`src/rtl/seven_seg_pkg.sv`:
```
// Segment encodings shared by the display driver and the scan-capture monitor.
// Patterns are active-low, written g..a (bit6 = g, bit0 = a).
package seven_seg_pkg;

   localparam logic [6:0] SEG_0     = 7'b1000000;
   localparam logic [6:0] SEG_1     = 7'b1111001;
   localparam logic [6:0] SEG_2     = 7'b0100100;
   localparam logic [6:0] SEG_3     = 7'b0110000;
   localparam logic [6:0] SEG_4     = 7'b0011001;
   localparam logic [6:0] SEG_5     = 7'b0010010;
   localparam logic [6:0] SEG_6     = 7'b0000010;
   localparam logic [6:0] SEG_7     = 7'b1111000;
   localparam logic [6:0] SEG_8     = 7'b0000000;
   localparam logic [6:0] SEG_9     = 7'b0010000;
   localparam logic [6:0] SEG_BLANK = 7'b1111111;

   localparam logic [3:0] BCD_ERR   = 4'hF;

endpackage

```
`src/rtl/seven_segment_pattern_decoder.sv`:
```
// Combinational segment-pattern to BCD decoder; blank reads as 0 with the blank flag,
// anything unrecognised reads as BCD_ERR with the error flag.
module seven_segment_pattern_decoder
   import seven_seg_pkg::*;
(
   input  logic [6:0] seg_i,
   output logic [3:0] bcd_o,
   output logic       blank_o,
   output logic       err_o
);

   always_comb begin
      bcd_o   = '0;
      blank_o = 1'b0;
      err_o   = 1'b0;
      case (seg_i)
         SEG_0:     bcd_o = 4'd0;
         SEG_1:     bcd_o = 4'd1;
         SEG_2:     bcd_o = 4'd2;
         SEG_3:     bcd_o = 4'd3;
         SEG_4:     bcd_o = 4'd4;
         SEG_5:     bcd_o = 4'd5;
         SEG_6:     bcd_o = 4'd6;
         SEG_7:     bcd_o = 4'd7;
         SEG_8:     bcd_o = 4'd8;
         SEG_9:     bcd_o = 4'd9;
         SEG_BLANK: blank_o = 1'b1;
         default: begin
            bcd_o = BCD_ERR;
            err_o = 1'b1;
         end
      endcase
   end

endmodule

```
`src/rtl/seven_segment_scan_capture.sv`:
```
// Loopback monitor for a multiplexed 7-segment bus: debounces each digit dwell,
// assembles a full scan frame and publishes it with a one-cycle valid pulse.
module seven_segment_scan_capture
   import seven_seg_pkg::*;
#(
   parameter int unsigned NUM_DIGITS     = 4,
   parameter int unsigned STABLE_CYCLES  = 4,
   parameter int unsigned TIMEOUT_CYCLES = 65536
)(
   input  logic                      clk,
   input  logic                      rst,
   input  logic [6:0]                segments,
   input  logic [NUM_DIGITS-1:0]     anodes,
   output logic [4*NUM_DIGITS-1:0]   digits_bcd,
   output logic [NUM_DIGITS-1:0]     blank_mask,
   output logic                      frame_valid,
   output logic                      frame_changed,
   output logic                      decode_error,
   output logic                      timeout
);

   localparam int unsigned SW = $clog2(STABLE_CYCLES + 1);
   localparam int unsigned TW = $clog2(TIMEOUT_CYCLES + 1);
   localparam int unsigned KW = (NUM_DIGITS > 1) ? $clog2(NUM_DIGITS) : 1;
   localparam logic [SW-1:0] STB = SW'(STABLE_CYCLES);
   localparam logic [TW-1:0] TMO = TW'(TIMEOUT_CYCLES);

   typedef logic [NUM_DIGITS-1:0][3:0] bcd_vec_t;

   logic [6:0]            seg_s1_q, seg_s2_q;
   logic [NUM_DIGITS-1:0] an_s1_q, an_s2_q;

   logic [KW-1:0]         prev_k_q, prev_k_d;
   logic [6:0]            prev_seg_q, prev_seg_d;
   logic [SW-1:0]         stab_q, stab_d;
   logic [TW-1:0]         tmo_cnt_q, tmo_cnt_d;

   bcd_vec_t              stage_bcd_q, stage_bcd_d;
   logic [NUM_DIGITS-1:0] stage_blank_q, stage_blank_d;
   logic [NUM_DIGITS-1:0] seen_q, seen_d;
   logic                  err_q, err_d;

   bcd_vec_t              digits_q, digits_d;
   logic [NUM_DIGITS-1:0] blank_q, blank_d;
   logic                  fv_q, fv_d;
   logic                  chg_q, chg_d;
   logic                  decerr_q, decerr_d;
   logic                  tmo_q, tmo_d;

   logic [NUM_DIGITS-1:0] an_act;
   logic                  sample_vld;
   logic [KW-1:0]         k;
   logic                  same, commit;
   logic [3:0]            dec_bcd;
   logic                  dec_blank, dec_err;

   seven_segment_pattern_decoder u_dec (
      .seg_i   (seg_s2_q),
      .bcd_o   (dec_bcd),
      .blank_o (dec_blank),
      .err_o   (dec_err)
   );

   always_comb begin
      an_act     = ~an_s2_q;
      sample_vld = $onehot(an_act);
      k          = '0;
      for (int unsigned i = 0; i < NUM_DIGITS; i++) begin
         if (an_act[i]) k = i[KW-1:0];
      end
   end

   // Stability counter saturates at STB so a long dwell commits exactly once.
   always_comb begin
      same       = (stab_q != '0) && (k == prev_k_q) && (seg_s2_q == prev_seg_q);
      prev_k_d   = sample_vld ? k : prev_k_q;
      prev_seg_d = sample_vld ? seg_s2_q : prev_seg_q;
      if (!sample_vld)      stab_d = '0;
      else if (!same)       stab_d = SW'(1);
      else if (stab_q == STB) stab_d = stab_q;
      else                  stab_d = stab_q + SW'(1);
      commit = sample_vld && (stab_d == STB) && (stab_q != STB);
   end

   always_comb begin
      stage_bcd_d   = stage_bcd_q;
      stage_blank_d = stage_blank_q;
      seen_d        = seen_q;
      err_d         = err_q;
      digits_d      = digits_q;
      blank_d       = blank_q;
      fv_d          = 1'b0;
      chg_d         = chg_q;
      decerr_d      = decerr_q;
      tmo_cnt_d     = tmo_cnt_q;
      tmo_d         = tmo_q;

      if (&seen_q) begin
         digits_d = stage_bcd_q;
         blank_d  = stage_blank_q;
         fv_d     = 1'b1;
         chg_d    = (stage_bcd_q != digits_q) || (stage_blank_q != blank_q);
         decerr_d = err_q;
         seen_d   = '0;
         err_d    = 1'b0;
      end

      if (commit) begin
         stage_bcd_d[k]   = dec_bcd;
         stage_blank_d[k] = dec_blank;
         err_d            = err_d | dec_err;
         seen_d[k]        = 1'b1;
         tmo_cnt_d        = '0;
         tmo_d            = 1'b0;
      end else if (tmo_cnt_q != TMO) begin
         tmo_cnt_d = tmo_cnt_q + TW'(1);
         // Expiry discards the partial frame; a fresh full scan is needed afterwards.
         if (tmo_cnt_d == TMO) begin
            tmo_d  = 1'b1;
            seen_d = '0;
            err_d  = 1'b0;
         end
      end
   end

   always_ff @(posedge clk) begin
      if (rst) begin
         seg_s1_q      <= '1;
         seg_s2_q      <= '1;
         an_s1_q       <= '1;
         an_s2_q       <= '1;
         prev_k_q      <= '0;
         prev_seg_q    <= '1;
         stab_q        <= '0;
         tmo_cnt_q     <= '0;
         stage_bcd_q   <= '0;
         stage_blank_q <= '0;
         seen_q        <= '0;
         err_q         <= 1'b0;
         digits_q      <= '0;
         blank_q       <= '1;
         fv_q          <= 1'b0;
         chg_q         <= 1'b0;
         decerr_q      <= 1'b0;
         tmo_q         <= 1'b0;
      end else begin
         seg_s1_q      <= segments;
         seg_s2_q      <= seg_s1_q;
         an_s1_q       <= anodes;
         an_s2_q       <= an_s1_q;
         prev_k_q      <= prev_k_d;
         prev_seg_q    <= prev_seg_d;
         stab_q        <= stab_d;
         tmo_cnt_q     <= tmo_cnt_d;
         stage_bcd_q   <= stage_bcd_d;
         stage_blank_q <= stage_blank_d;
         seen_q        <= seen_d;
         err_q         <= err_d;
         digits_q      <= digits_d;
         blank_q       <= blank_d;
         fv_q          <= fv_d;
         chg_q         <= chg_d;
         decerr_q      <= decerr_d;
         tmo_q         <= tmo_d;
      end
   end

   assign digits_bcd    = digits_q;
   assign blank_mask    = blank_q;
   assign frame_valid   = fv_q;
   assign frame_changed = chg_q;
   assign decode_error  = decerr_q;
   assign timeout       = tmo_q;

endmodule

```
`config.mk`:
```
export PLATFORM = sky130hd
export DESIGN_NAME = seven_segment_scan_capture
export DESIGN_NICKNAME = d
export VERILOG_FILES = /design/src/rtl/seven_seg_pkg.sv /design/src/rtl/seven_segment_pattern_decoder.sv /design/src/rtl/seven_segment_scan_capture.sv
export SDC_FILE = /design/constraint.sdc
export NUM_CORES = 1
export LEC_CHECK = 0
export ABC_AREA = 1
export ABC_CLOCK_PERIOD_IN_PS = 5600
export BUFFER_PORTS_ARGS = -buffer_cell sky130_fd_sc_hd__buf_2
export CAP_MARGIN = 20
export CORE_ASPECT_RATIO = 1.2
export CORE_MARGIN = 3
export CORE_UTILIZATION = 60
export DETAILED_ROUTE_END_ITERATION = 10
export PLACE_DENSITY_LB_ADDON = 0.3
export SETUP_SLACK_MARGIN = 0.5
export SYNTH_ARGS = -nofsm -noshare
export SYNTH_HDL_FRONTEND = slang
export SYNTH_HIERARCHICAL = 1
export SYNTH_SLANG_ARGS = --single-unit
```
`constraint.sdc`:
```
create_clock -name clk -period 5.6 [get_ports clk]
set_clock_uncertainty 0.15 [all_clocks]
set_input_delay 0.84 -clock clk [delete_from_list [all_inputs] [get_ports clk]]
set_output_delay 0.84 -clock clk [all_outputs]
set_load 0.01 [all_outputs]
```
==> Word level (Yosys, flattened, before mapping) <==
Index checks and enable logic that the tools add are counted.
{ "totals": {"register_bits": 100, "output_inout_bits": 24} }
{ "classes": {"bitwise": 3, "n_lt_le_gt_ge": 2, "mux": 24, "reduce_logical": 13, "eq_ne": 20, "n_addsub": 5} }
{ "op_table": {"columns": ["operator", "n"], "rows": [
  ["4-bit case mux with 10 select lines", 1],
  ["7-bit equality test (second input constant)", 4],
  ["7-bit by 5-bit equality test with 1-bit output (second input constant)", 3],
  ["4-bit 2-to-1 mux", 5],
  ["17-bit by 1-bit adder with 17-bit output (second input constant)", 1],
  ["17-bit equality test (second input constant)", 1],
  ["17-bit != test (second input constant)", 1],
  ["16-bit bitwise mux", 1],
  ["16-bit != test", 1],
  ["7-bit by 6-bit equality test with 1-bit output (second input constant)", 2],
  ["11-bit OR reduction", 1],
  ["1-bit 2-to-1 mux", 9],
  ["3-bit 2-to-1 mux", 3],
  ["4-bit demux with 2-bit select", 1],
  ["7-bit by 2-bit equality test with 1-bit output (second input constant)", 1],
  ["7-bit equality test", 1],
  ["7-bit zero test", 1],
  ["3-bit equality test (second input constant)", 2],
  ["1-bit logical AND", 5],
  ["1-bit by 1-bit adder with 2-bit output", 2],
  ["4-bit bitwise mux", 1],
  ["2-bit 2-to-1 mux", 2],
  ["4-bit != test", 1],
  ["4-bit inverter", 1],
  ["15 further kinds", 16]
]} }

==> Logic depth before layout (Yosys ltp) <==
{ "depth": {"ltp_word": 13, "ltp_mapped": 14, "depth_no_buf": 13} }

==> By module <==
Netlist, hierarchy kept.
{ "by_module_without_submodules": {"columns": ["mod", "seq_area_each_um2", "area_each_um2", "n_inst", "cells_each"], "rows": [
  ["seven_segment_scan_capture", 2001.9, 4445.5, 1, 611],
  ["seven_segment_pattern_decoder", 0.0, 275.3, 1, 62]
]} }

==> Least setup slack after synthesis <==
OpenSTA, ideal clock, no wires.
{ "synth_path": {"path_kind": "register -> register", "startpoint": "register an_s2_q[1]", "endpoint": "register stage_bcd_q[2] in the netlist's numbering", "slack_ns": 3.025, "stages_incl_launch_ff": 12, "required_time_ns": 5.337, "arrival_ns": 2.312, "setup_ns": 0.113, "path_cell_list": "dfxtp_1 fa_1 inv_1 ha_1 ha_1 nor3_4 nand3_2 nor2_4 nand3_2 buf_6 nor2_1 nor2_1"} }
{ "synth_between": {"elab_chain_cells": 12} }
{ "synth_rtl": {"columns": ["element", "line_no", "text"], "rows": [
  ["start: declaration", "seven_segment_scan_capture.sv:31", "logic [NUM_DIGITS-1:0] an_s1_q, an_s2_q;"],
  ["start signal: assignment", "seven_segment_scan_capture.sv:150", "an_s2_q <= an_s1_q;"],
  ["4-bit inverter (*)", "seven_segment_scan_capture.sv:65", "an_act = ~an_s2_q;"],
  ["1-bit 2-to-1 mux", "seven_segment_scan_capture.sv:69", "if (an_act[i]) k = i[KW-1:0];"],
  ["2-bit 2-to-1 mux (2 in series)", "seven_segment_scan_capture.sv:69", null],
  ["2-bit equality test", "seven_segment_scan_capture.sv:75", "same = (stab_q != '0) && (k == prev_k_q) && (seg_s2_q == prev_seg_q);"],
  ["1-bit logical AND (2 in series)", "seven_segment_scan_capture.sv:75", null],
  ["3-bit 2-to-1 mux", "seven_segment_scan_capture.sv:79", "else if (!same) stab_d = SW'(1);"],
  ["3-bit 2-to-1 mux", "seven_segment_scan_capture.sv:78", "if (!sample_vld) stab_d = '0;"],
  ["3-bit equality test", "seven_segment_scan_capture.sv:82", "commit = sample_vld && (stab_d == STB) && (stab_q != STB);"],
  ["1-bit logical AND (2 in series)", "seven_segment_scan_capture.sv:82", null],
  ["end signal: assignment", "seven_segment_scan_capture.sv:155", "stage_bcd_q <= stage_bcd_d;"],
  ["end: declaration", "seven_segment_scan_capture.sv:38", "bcd_vec_t stage_bcd_q, stage_bcd_d;"]
]} }
Mark *: on every way between the ends. The rest lies on a longest branch, timed or not.
A chain may end at the register's enable or synchronous reset.

==> Final worst setup path <==
{ "layout_path": {"startpoint": "register an_s2_q[1]", "endpoint": "register tmo_cnt_q[12]"} }
{ "layout_between": {"elab_chain_cells": 13} }
{ "layout_rtl": {"columns": ["element", "line_no", "text"], "rows": [
  ["4-bit inverter (*)", "seven_segment_scan_capture.sv:65", null],
  ["1-bit 2-to-1 mux", "seven_segment_scan_capture.sv:69", null],
  ["2-bit 2-to-1 mux (2 in series)", "seven_segment_scan_capture.sv:69", null],
  ["2-bit equality test", "seven_segment_scan_capture.sv:75", null],
  ["1-bit logical AND (2 in series)", "seven_segment_scan_capture.sv:75", null],
  ["3-bit 2-to-1 mux", "seven_segment_scan_capture.sv:79", null],
  ["3-bit 2-to-1 mux", "seven_segment_scan_capture.sv:78", null],
  ["3-bit equality test", "seven_segment_scan_capture.sv:82", null],
  ["1-bit logical AND (*) (2 in series)", "seven_segment_scan_capture.sv:82", null],
  ["2-bit OR reduction (no line) (*)", null, null],
  ["end signal: assignment", "seven_segment_scan_capture.sv:154", "tmo_cnt_q <= tmo_cnt_d;"],
  ["end: declaration", "seven_segment_scan_capture.sv:36", "logic [TW-1:0] tmo_cnt_q, tmo_cnt_d;"]
]} }
Marks and branches as above.

==> out/qor.yml <==
status:
  run_status: "finished, final reports clean"
power:
  power_per_cell_area_nw_per_um2: 248
  irDropWorstVdd_uv: 197
  cellLeakagePower_nw: 2.53
synthesis:
  synthesis.nets: 693
  synth.avg_cell_area_um2: 7.01
  post_synth_instance_area_um2: 4720
  yosysWarningCount: 6
  postSynthCellCount: 673
  netlist-cell-type-count: 28
  synth.ff_latch_count: 100
  ys_seq_area_share_pct: 42.4
setup_path:
  timing.critical_path.max_delay_family: "simple AND/OR/NAND/NOR gates"
  timing.critical_path.slowest_stage_cell: "sky130_fd_sc_hd__nor3_4"
  crit_path_start_kind: "flop"
  critPathMaxFanout: 19
  crit_chain: "fa_1, inv_1, ha_1, ha_1, nor3_4, nand4_1, nand2_1, nor2_1"
  critical_path_buf_inv_count: 1
  worstSetupEndpointType: "flop"
  required_ns: 5.68
  data_arrival_time_of_the_worst_path_ns: 3.20
  crit_path_frequent_cell: "sky130_fd_sc_hd__ha_1"
  slowest_delay_ns: 0.56
  worst-setup-path-type: "flop to flop"
hold_path:
  hold_path_class: "flop to flop"
timing:
  setup_tns_ns: 0
  post-route-worst-setup-slack_ns: 2.48
  max-slew-margin-rel_pct: 52.3
  transition_time_of_the_tightest_slew_check_pin_ns: 0.715
  timing.hold.ws_ns: 0.267
  period_needed_ns: 3.12
  achievable-frequency_ghz: 0.320
  final_count_of_hold_timing_violations: 0
  finalCritPeriodShare_pct: 55.8
  unrepaired_setup_endpoints_after_global_routing: "no"
  report.final.slew_viol_count: 0
  timing.final.setup_violations: 0
global_route:
  grt_max_degree: 50
  grt.overflow.total: 0
  antenna_violations_before_repair: 0
  vias_in_the_first_global_route: 3743
  global_route_wire_length_before_repair_mm: 16.0
  grt_usage_pct: 22.1
drt:
  wirelength_mm: 9.43
  route.detailed.vias_per_inst: 5.13
  route.antenna.remaining_nets: 0
  drtIter0Drc: 245
  firstDrtPassIters: 5
  vias: 4096
  routed_wire_length_per_instance_um: 11.8
  remaining_drc_errors: 0
clock_tree:
  cts-root-buf: "sky130_fd_sc_hd__clkbuf_8"
  tritoncts: "done"
  cts_post_setup_buffers_inserted: 0
  cts_made_buffers: 9
  htreeDepth: 3
  cts-root-to-sink-buffers: 2
  cts_repair_resize_count: 0
  cts-hold-fix-buffers: 0
  clkTransAtPathRegs_ns: 0.10
  clk_lat_worst_skew_ns: 0.37
  cts.sink_count: 100
placed_design:
  place_worst_setup_slack_ns: 2.49
  io_buffers: 36
  routabilityCongestion: 0.879
  dp.final_hpwl_mm: 6.76
die:
  pin_count: 37
  core_area_um2: 7440
  die_h_um: 103
  initial_utilization_pct: 63.4
  core.rowCount: 34
  die_x_um: 87.0
  design.die.area_um2: 8970
layout:
  layout_filler_cell_count: 616
  drive_above_1_share_pct: 14.5
  design.final.nets: 724
  flow.area_growth_from_synthesis_pct: 7.47
  num_antenna_cells: 0
  final_core_utilization_pct: 68.2
flow_run:
  max_cap_viol_count: 0
==> worst paths after layout <==
kind / startpoint / endpoint / slack [ns] / cells past startpoint
worst max-delay path: an_s2_q[1] / tmo_cnt_q[12] / 2.48 / 8
worst min-delay path: seg_s1_q[3] / seg_s2_q[3] / 0.27 / 1
worst max register to register: an_s2_q[1] / tmo_cnt_q[12] / 2.48 / 8
worst min register to register: seg_s1_q[3] / seg_s2_q[3] / 0.27 / 1
==> report_power, final <==
group | switching (mW) | internal, mW
clock | 0.248 | 0.164
sequential | 0.0136 | 0.729
combinational | 0.0672 | 0.0353
==> state kept, by name (all words and copies together) (netlist names), 2 cells and up <==
register,flops
seg_s1_q,7
seen_q,4
an_s2_q,4
stage_blank_q,4
an_s1_q,4
stage_bcd_q,16
digits_bcd,16
blank_mask,4
stab_q,3
prev_k_q,2
tmo_cnt_q,17
seg_s2_q,7
prev_seg_q,7
==> kinds of logic (layout without fill, tap and decap cells) <==
family / after synthesis / in the layout / synth area share (%)
AO/OA/AOI/OAI: 68 / 68 / 7.55
flip-flops: 100 / 100 / 42.4
adder cells (fa/ha/maj): 7 / 7 / 2.01
AND/OR/NAND/NOR: 368 / 368 / 34.4
buffers and inverters: 110 / 146 / 9.94
XOR/XNOR: 20 / 20 / 3.71
==> cell usage after synthesis (all sizes together) <==
| master | number | area share (%) |
|---|---|---|
| nor3 | 9 | 1.4 |
| or2 | 22 | 2.9 |
| inv | 92 | 7.3 |
| fa | 1 | 0.42 |
| dfxtp | 100 | 42 |
| nor4 | 2 | 0.26 |
| o211ai | 5 | 0.80 |
| nand3 | 38 | 4.8 |
| nand2 | 163 | 13 |
| buf | 8 | 1.8 |
| nor2 | 125 | 10 |
| xor2 | 10 | 1.9 |
| clkbuf | 10 | 0.80 |
| xnor2 | 10 | 1.9 |
| o21ai | 33 | 3.6 |
| nand4 | 9 | 1.2 |
| a21oi | 30 | 3.2 |
| ha | 6 | 1.6 |
==> cell usage in the layout (no fill, tap or decap), drive strengths merged <==
cell / n
inv: 93
xnor2: 10
nor4: 2
dfxtp: 100
buf: 38
o211ai: 5
nand2: 163
nand3: 38
nor2: 125
ha: 6
or2: 22
a21oi: 30
clkinvlp: 2
clkbuf: 11
nand4: 9
fa: 1
xor2: 10
o21ai: 33
clkinv: 2
nor3: 9
==> final cells by class <==
type	count	area, um^2	area share, %
Timing Repair Buffer	38	195	3.85
Multi-Input combinational cell	463	2250	44.3
Sequential cell	100	2000	39.5
Inverter	92	345	6.81
Clock inverter	5	37.5	0.740
Tap cell	90	113	2.22
Clock buffer	11	131	2.59
==> stage by stage <==
stage,cell area (um^2),total power [mW],std cells
after detailed placement,4900,0.860,783
final,5070,1.26,799
after CTS,5070,1.27,799
after global routing,5070,1.31,799
after global placement,4900,0.856,783
after floorplan,4720,0.838,673
==> layer usage <==
metal | routed length, um | vias up | GRT usage (%)
met1 | 4230 | 1836 | 27.8
met2 | 4540 | 106 | 38.0
met4 | 179 | 0 | 7.19
li1 | - | 2140 | -
met5 | 0 | - | 0
met3 | 472 | 14 | 4.28
No activity file was read; power rests on OpenSTA's default activity.
